## config.mk

```make
export PLATFORM = sky130hd
export DESIGN_NAME = distribuidor_cartas_flat
export DESIGN_NICKNAME = d
export VERILOG_FILES = /design/src/rtl/distribuidor_cartas_if.sv /design/src/rtl/distribuidor_cartas.sv /design/src/flat_wrapper.sv
export SDC_FILE = /design/constraint.sdc
export NUM_CORES = 1
export LEC_CHECK = 0
export BUFFER_PORTS_ARGS = -buffer_cell sky130_fd_sc_hd__buf_2
export CORE_MARGIN = 1.5
export CORE_UTILIZATION = 55
export CTS_CLUSTER_DIAMETER = 40
export DETAILED_ROUTE_END_ITERATION = 10
export GPL_TIMING_DRIVEN = 0
export MAX_ROUTING_LAYER = met4
export PLACE_DENSITY = 0.74
export SLEW_MARGIN = 20
export SYNTH_ARGS = -nofsm -noshare
export SYNTH_HDL_FRONTEND = slang
export SYNTH_SLANG_ARGS = --single-unit
```

## constraint.sdc

```tcl
create_clock -name clock -period 5 [get_ports clock]
set_input_delay 1 -clock clock [delete_from_list [all_inputs] [get_ports clock]]
set_output_delay 1 -clock clock [all_outputs]
set_load 0.1 [all_outputs]
```

## src/rtl/distribuidor_cartas_if.sv

```systemverilog
// -----------------------------------------------------------------------------
// distribuidor_cartas_if
// Groups every signal between the card dealer, the game FSM/scoring logic and
// the deck memory.
//   master : environment side (game logic + deck memory)
//   slave  : the dealer controller (distribuidor_cartas)
// Signals:
//   start_round      game -> dealer   one-cycle pulse, begin a new round
//   embaralhar_start dealer -> deck   one-cycle shuffle request
//   embaralhar_ok    deck -> dealer   shuffle finished (level)
//   ler_endereco     dealer -> deck   deck read address
//   q                deck -> dealer   card value at ler_endereco (combinational)
//   req_jogador      game -> dealer   player card request
//   req_banca        game -> dealer   dealer card request
//   card_valid       dealer -> game   one-cycle strobe for card_value/card_dest
//   card_value       dealer -> game   dealt card value
//   card_dest        dealer -> game   0 = player, 1 = dealer
//   cnt_jogador      dealer -> game   cards dealt to player this round
//   cnt_banca        dealer -> game   cards dealt to dealer this round
//   pronto           dealer -> game   opening hand done, requests accepted
//   deck_empty       dealer -> game   whole deck dealt
//   erro_shuffle     dealer -> game   sticky shuffle timeout flag
// -----------------------------------------------------------------------------
interface distribuidor_cartas_if;
    logic       start_round;
    logic       embaralhar_start;
    logic       embaralhar_ok;
    logic [5:0] ler_endereco;
    logic [3:0] q;
    logic       req_jogador;
    logic       req_banca;
    logic       card_valid;
    logic [3:0] card_value;
    logic       card_dest;
    logic [3:0] cnt_jogador;
    logic [3:0] cnt_banca;
    logic       pronto;
    logic       deck_empty;
    logic       erro_shuffle;

    modport master (
        output start_round, embaralhar_ok, q, req_jogador, req_banca,
        input  embaralhar_start, ler_endereco, card_valid, card_value,
               card_dest, cnt_jogador, cnt_banca, pronto, deck_empty,
               erro_shuffle
    );

    modport slave (
        input  start_round, embaralhar_ok, q, req_jogador, req_banca,
        output embaralhar_start, ler_endereco, card_valid, card_value,
               card_dest, cnt_jogador, cnt_banca, pronto, deck_empty,
               erro_shuffle
    );
endinterface

```

## src/rtl/distribuidor_cartas.sv

```systemverilog
// -----------------------------------------------------------------------------
// distribuidor_cartas
// Dealer controller for one blackjack table. Requests a deck shuffle on the
// first round after reset, deals the opening hand (player, dealer, player,
// dealer) and then serves player/dealer card requests, player first. It is the
// only driver of the deck read address; card values come back registered one
// cycle after the read.
// Ports:
//   clock : system clock, rising edge
//   reset : synchronous active-high reset
//   bus   : distribuidor_cartas_if.slave (see interface for signal list)
// -----------------------------------------------------------------------------
module distribuidor_cartas #(
    parameter int DECK_SIZE       = 52,
    parameter int INIT_CARDS      = 4,
    parameter int SHUFFLE_TIMEOUT = 1023
) (
    input  logic                  clock,
    input  logic                  reset,
    distribuidor_cartas_if.slave  bus
);

    typedef enum logic [2:0] {
        IDLE, SHUF_REQ, SHUF_WAIT, INIT_DEAL, SERVE, EMPTY, ERROR
    } state_t;

    localparam int              TW           = $clog2(SHUFFLE_TIMEOUT + 1);
    localparam logic [5:0]      LAST_ADDR    = 6'(DECK_SIZE - 1);
    localparam logic [5:0]      DECK_END     = 6'(DECK_SIZE);
    localparam logic [3:0]      INIT_LAST    = 4'(INIT_CARDS - 1);
    localparam logic [TW-1:0]   TIMEOUT_LAST = TW'(SHUFFLE_TIMEOUT - 1);

    state_t          state;
    logic [5:0]      ptr;
    logic            shuffled;
    logic [TW-1:0]   wait_cnt;
    logic [3:0]      init_idx;

    logic            embaralhar_start;
    logic            card_valid;
    logic [3:0]      card_value;
    logic            card_dest;
    logic [3:0]      cnt_jogador;
    logic [3:0]      cnt_banca;
    logic            pronto;
    logic            deck_empty;
    logic            erro_shuffle;

    logic            deal_en;
    logic            deal_dest;

    function automatic logic [3:0] sat_inc(input logic [3:0] v);
        return (v == 4'd15) ? v : v + 4'd1;
    endfunction

    // Deal decision for this cycle. start_round in SERVE takes precedence over
    // any request; the pointer guard keeps addresses >= DECK_SIZE from ever
    // being dealt.
    always_comb begin
        // NOTE: every variable gets a default first so no path leaves it
        // unassigned, which would infer a latch.
        deal_en   = 1'b0;
        deal_dest = 1'b0;
        case (state)
            INIT_DEAL: begin
                deal_en   = 1'b1;
                deal_dest = init_idx[0];
            end
            SERVE: begin
                if (!bus.start_round) begin
                    if (bus.req_jogador) begin
                        deal_en   = 1'b1;
                        deal_dest = 1'b0;
                    end else if (bus.req_banca) begin
                        deal_en   = 1'b1;
                        deal_dest = 1'b1;
                    end
                end
            end
            default: ;
        endcase
        if (ptr >= DECK_END) deal_en = 1'b0;
    end

    // NOTE: all state here is updated with non-blocking assignments so every
    // register samples pre-edge values, independent of statement order.
    always_ff @(posedge clock) begin
        if (reset) begin
            state            <= IDLE;
            ptr              <= '0;
            shuffled         <= 1'b0;
            wait_cnt         <= '0;
            init_idx         <= '0;
            embaralhar_start <= 1'b0;
            card_valid       <= 1'b0;
            card_value       <= '0;
            card_dest        <= 1'b0;
            cnt_jogador      <= '0;
            cnt_banca        <= '0;
            pronto           <= 1'b0;
            deck_empty       <= 1'b0;
            erro_shuffle     <= 1'b0;
        end else begin
            embaralhar_start <= 1'b0;
            card_valid       <= 1'b0;
            pronto           <= 1'b0;

            case (state)
                IDLE: begin
                    if (bus.start_round) begin
                        if (!shuffled) begin
                            embaralhar_start <= 1'b1;
                            state            <= SHUF_REQ;
                        end else begin
                            // Deck already shuffled: continue from the
                            // current pointer, no rewind.
                            cnt_jogador <= '0;
                            cnt_banca   <= '0;
                            init_idx    <= '0;
                            state       <= INIT_DEAL;
                        end
                    end
                end
                SHUF_REQ: begin
                    wait_cnt <= '0;
                    state    <= SHUF_WAIT;
                end
                SHUF_WAIT: begin
                    if (bus.embaralhar_ok) begin
                        shuffled    <= 1'b1;
                        cnt_jogador <= '0;
                        cnt_banca   <= '0;
                        init_idx    <= '0;
                        state       <= INIT_DEAL;
                    end else if (wait_cnt == TIMEOUT_LAST) begin
                        erro_shuffle <= 1'b1;
                        state        <= ERROR;
                    end else begin
                        wait_cnt <= wait_cnt + 1'b1;
                    end
                end
                INIT_DEAL: begin
                    init_idx <= init_idx + 4'd1;
                    if (init_idx == INIT_LAST) begin
                        state  <= SERVE;
                        pronto <= 1'b1;
                    end
                end
                SERVE: begin
                    if (bus.start_round) begin
                        cnt_jogador <= '0;
                        cnt_banca   <= '0;
                        init_idx    <= '0;
                        state       <= INIT_DEAL;
                    end else begin
                        pronto <= 1'b1;
                    end
                end
                EMPTY, ERROR: ;
                default: state <= IDLE;
            endcase

            // Card capture overrides the state case: exhaustion must win over
            // the INIT_DEAL -> SERVE transition.
            if (deal_en) begin
                card_valid <= 1'b1;
                card_value <= bus.q;
                card_dest  <= deal_dest;
                ptr        <= ptr + 6'd1;
                if (deal_dest) cnt_banca   <= sat_inc(cnt_banca);
                else           cnt_jogador <= sat_inc(cnt_jogador);
                if (ptr == LAST_ADDR) begin
                    deck_empty <= 1'b1;
                    pronto     <= 1'b0;
                    state      <= EMPTY;
                end
            end
        end
    end

    assign bus.ler_endereco     = ptr;
    assign bus.embaralhar_start = embaralhar_start;
    assign bus.card_valid       = card_valid;
    assign bus.card_value       = card_value;
    assign bus.card_dest        = card_dest;
    assign bus.cnt_jogador      = cnt_jogador;
    assign bus.cnt_banca        = cnt_banca;
    assign bus.pronto           = pronto;
    assign bus.deck_empty       = deck_empty;
    assign bus.erro_shuffle     = erro_shuffle;

endmodule

```

## src/flat_wrapper.sv

```systemverilog
// flat-port wrapper written by rule: the top's interface ports become plain ports
module distribuidor_cartas_flat 
#(
    parameter int DECK_SIZE       = 52,
    parameter int INIT_CARDS      = 4,
    parameter int SHUFFLE_TIMEOUT = 1023
)
  (clock, reset, bus_start_round, bus_embaralhar_ok, bus_q, bus_req_jogador, bus_req_banca, bus_embaralhar_start, bus_ler_endereco, bus_card_valid, bus_card_value, bus_card_dest, bus_cnt_jogador, bus_cnt_banca, bus_pronto, bus_deck_empty, bus_erro_shuffle);
  distribuidor_cartas_if bus_i ();
  input  logic clock;
  input  logic reset;
  input wire logic [$bits(bus_i.start_round)-1:0] bus_start_round;
  input wire logic [$bits(bus_i.embaralhar_ok)-1:0] bus_embaralhar_ok;
  input wire logic [$bits(bus_i.q)-1:0] bus_q;
  input wire logic [$bits(bus_i.req_jogador)-1:0] bus_req_jogador;
  input wire logic [$bits(bus_i.req_banca)-1:0] bus_req_banca;
  output wire logic [$bits(bus_i.embaralhar_start)-1:0] bus_embaralhar_start;
  output wire logic [$bits(bus_i.ler_endereco)-1:0] bus_ler_endereco;
  output wire logic [$bits(bus_i.card_valid)-1:0] bus_card_valid;
  output wire logic [$bits(bus_i.card_value)-1:0] bus_card_value;
  output wire logic [$bits(bus_i.card_dest)-1:0] bus_card_dest;
  output wire logic [$bits(bus_i.cnt_jogador)-1:0] bus_cnt_jogador;
  output wire logic [$bits(bus_i.cnt_banca)-1:0] bus_cnt_banca;
  output wire logic [$bits(bus_i.pronto)-1:0] bus_pronto;
  output wire logic [$bits(bus_i.deck_empty)-1:0] bus_deck_empty;
  output wire logic [$bits(bus_i.erro_shuffle)-1:0] bus_erro_shuffle;
  assign bus_i.start_round = bus_start_round;
  assign bus_i.embaralhar_ok = bus_embaralhar_ok;
  assign bus_i.q = bus_q;
  assign bus_i.req_jogador = bus_req_jogador;
  assign bus_i.req_banca = bus_req_banca;
  assign bus_embaralhar_start = bus_i.embaralhar_start;
  assign bus_ler_endereco = bus_i.ler_endereco;
  assign bus_card_valid = bus_i.card_valid;
  assign bus_card_value = bus_i.card_value;
  assign bus_card_dest = bus_i.card_dest;
  assign bus_cnt_jogador = bus_i.cnt_jogador;
  assign bus_cnt_banca = bus_i.cnt_banca;
  assign bus_pronto = bus_i.pronto;
  assign bus_deck_empty = bus_i.deck_empty;
  assign bus_erro_shuffle = bus_i.erro_shuffle;
  distribuidor_cartas #(.DECK_SIZE(DECK_SIZE), .INIT_CARDS(INIT_CARDS), .SHUFFLE_TIMEOUT(SHUFFLE_TIMEOUT)) u_core (.clock(clock), .reset(reset), .bus(bus_i));
endmodule
```

==> impl_metrics.json <==
{
  "hold_violations": 0,
  "die_x_um": 66.90,
  "worst_slack_ns": 2.706,
  "final_cell_mix": "dfxtp_1, buf_2, a21oi_1, nand3_1, nand2_1",
  "ys_ff_latch": 42,
  "area_growth_pct": 13.82,
  "yosys_warnings": 0,
  "dr.pass1.iters": 4,
  "grt-ovfl-total": 0,
  "dp.cells": 350,
  "async_flop_share": 0,
  "antenna_cells": 0,
  "cap_violations": 0,
  "grt_setup_unrepaired": "false",
  "clock_skew_ns": 0.005685,
  "cts-root-buf": "clkbuf_8",
  "cts_buffer_depth": 2,
  "io-pin-count": 34,
  "yosysUniqueCellTypes": 54,
  "grt_pass1_vias": 1785,
  "critical_path.max_fanout": 10,
  "setup_viol": 0,
  "status": "finished clean",
  "synthesis.area_um2": 2246,
  "cts_resized": 0,
  "final_util": 0.6437,
  "slew_headroom": 0.4497,
  "core.rowCount": 23,
  "ys_seq_area_frac": 0.3744,
  "tns_ns": 0,
  "finalCriticalPeriod_ns": 2.294,
  "dieArea_um2": 4476,
  "leakage_nw": 0.9793,
  "whs_ns": 0.4587,
  "drv_slew": 0,
  "critPathLaunchType": "input port",
  "layout_commonest_cell": "dfxtp_1",
  "min_period_over_period": 0.4588,
  "synthTopCellsByArea": "dfxtp_1, a21oi_1, nand3_1",
  "viasPerCell": 6.031,
  "fmax_mhz": 435.9,
  "hpwl_um": 3611,
  "peakVddDrop_uv": 179.8,
  "synthCells": 267,
  "instances_no_fill": 356,
  "num_vias": 2147,
  "worstSkewPairLatency_ns": 0.29,
  "antenna_found_initial": 0,
  "pwr_density_cell_nw_per_um2": 257.9,
  "crit_type": "in2reg",
  "syn-num-nets": 284,
  "end_kind": "flop",
  "cts_tree": "built",
  "grt_use_total": 0.2463,
  "pre_cts_slack_ns": 2.422,
  "cts_sinks": 42,
  "hp-class": "reg2reg",
  "drc_errors": 0,
  "ctsHoldBuffers": 0,
  "avgSynthCellArea_um2": 8.412,
  "portBuffers": 33,
  "drtAntennaViolNets": 0,
  "grt_pass1_wl_um": 8142,
  "worstMarginPinSlew_ns": 0.8185,
  "drive_gt1_frac": 0.1765,
  "worstPathRequired_ns": 5.16,
  "clk_pin_slew_ns": 0.07,
  "synth_top_area_cell": "dfxtp_1",
  "gp_congestion": 0.8544,
  "fp.dieH_um": 66.90,
  "yosysTopAreaCellShare": 0.3744,
  "cts_buffers": 5,
  "drt_iter0_drc": 165,
  "grt_max_degree": 12,
  "nNetsFinal": 324,
  "synth_ff_type": "dfxtp_1",
  "cts_htree_levels": 2,
  "wirelength_um": 5102,
  "post_cts_buffers": 0,
  "core_area_um2": 3971,
  "synth_edf_count": 0,
  "wl_per_cell_um": 14.33,
  "arrival_ns": 2.46,
  "initial_utilization": 0.5655
}
## flip-flops by register name, indices dropped and copies added (netlist names), 3 cells and up
register / flops
u_core.state: 3
u_core.bus.card_value: 4
u_core.bus.cnt_banca: 4
u_core.bus.cnt_jogador: 4
u_core.bus.ler_endereco: 6
u_core.init_idx: 4
u_core.wait_cnt: 10
## cell families after synthesis
group / after synthesis / share of synthesized area
muxes: 5 / 0.02284
and+or+nand+nor: 114 / 0.2902
buffers and inverters: 22 / 0.04011
AOI/OAI and AO/OA: 76 / 0.2295
DFF: 42 / 0.3744
adders and majority gates: 7 / 0.03900
xor gates and xnor gates: 1 / 0.003900
## layer usage
metal / global-route usage / part of all wire / routed length, um / up-vias
met2: 0.3813 / 0.46 / 2323 / 53
met5: - / 0 / 0 / -
met1: 0.3195 / 0.48 / 2433 / 1002
met3: 0.05574 / 0.050 / 257 / 9
met4: 0.07908 / 0.017 / 87 / 0
li1: - / - / - / 1083
## worst max-delay path, cell delays in order
cell and delay (ns):
buf_2 0.09, clkbuf_1 0.36, clkbuf_1 0.43, clkbuf_1 0.48, nor2_1 0.10
## metrics by stage
| stage | power [W] | instance area [um^2] |
|---|---|---|
| after global routing | 0.0006873 | 2556 |
| after global placement | 0.0004463 | 2474 |
| after detailed placement | 0.0004472 | 2474 |
| after floorplan | 0.0004256 | 2246 |
| after CTS | 0.0006634 | 2556 |
| final | 0.0006591 | 2556 |
## path summary, 6_finish.rpt
| path | to | slack (ns) | from | depth (start not counted) |
|---|---|---|---|---|
| worst min register to register | u_core.bus.embaralhar_start | 0.46 | u_core.shuffled | 1 |
| worst min-delay path | u_core.bus.embaralhar_start | 0.46 | u_core.shuffled | 1 |
| worst max register to register | u_core.wait_cnt[6] | 3.05 | u_core.state[0] | 5 |
| worst max-delay path | u_core.shuffled | 2.71 | reset | 5 |
## cell type report
class	instances	area [um^2]
fill	349	1415
clock buffer	6	82.58
timing repair buffer	33	165.2
multi-input combinational	203	1315
inverter	9	33.78
tap	50	62.56
sequential	42	840.8
buffer	13	56.30
## cell usage after synthesis, types with 3 or more instances
master / number
a21oi_1: 26
o21ai_0: 10
o211ai_1: 3
nor2b_1: 4
and3_1: 5
a211oi_1: 3
inv_1: 9
a211o_1: 3
nor3_1: 10
dfxtp_1: 42
or4_1: 5
or3_1: 7
o41ai_1: 3
clkbuf_1: 8
nand4_1: 4
nand2b_1: 4
nand3_1: 20
or2_2: 3
nor2_1: 17
a31oi_1: 6
nand2_1: 18
buf_2: 3
ha_1: 7
mux2i_1: 4
## power breakdown
group	leakage, nW	internal (W)	switching (W)	total (W)
Combinational	0.597	0.0000262	0.0000647	0.0000909
Sequential	0.339	0.000341	0.00000765	0.000349
Clock	0.0431	0.000107	0.000113	0.000219
Total	0.979	0.000474	0.000185	0.000659
Note: power is estimated with default switching activity, not from simulation.
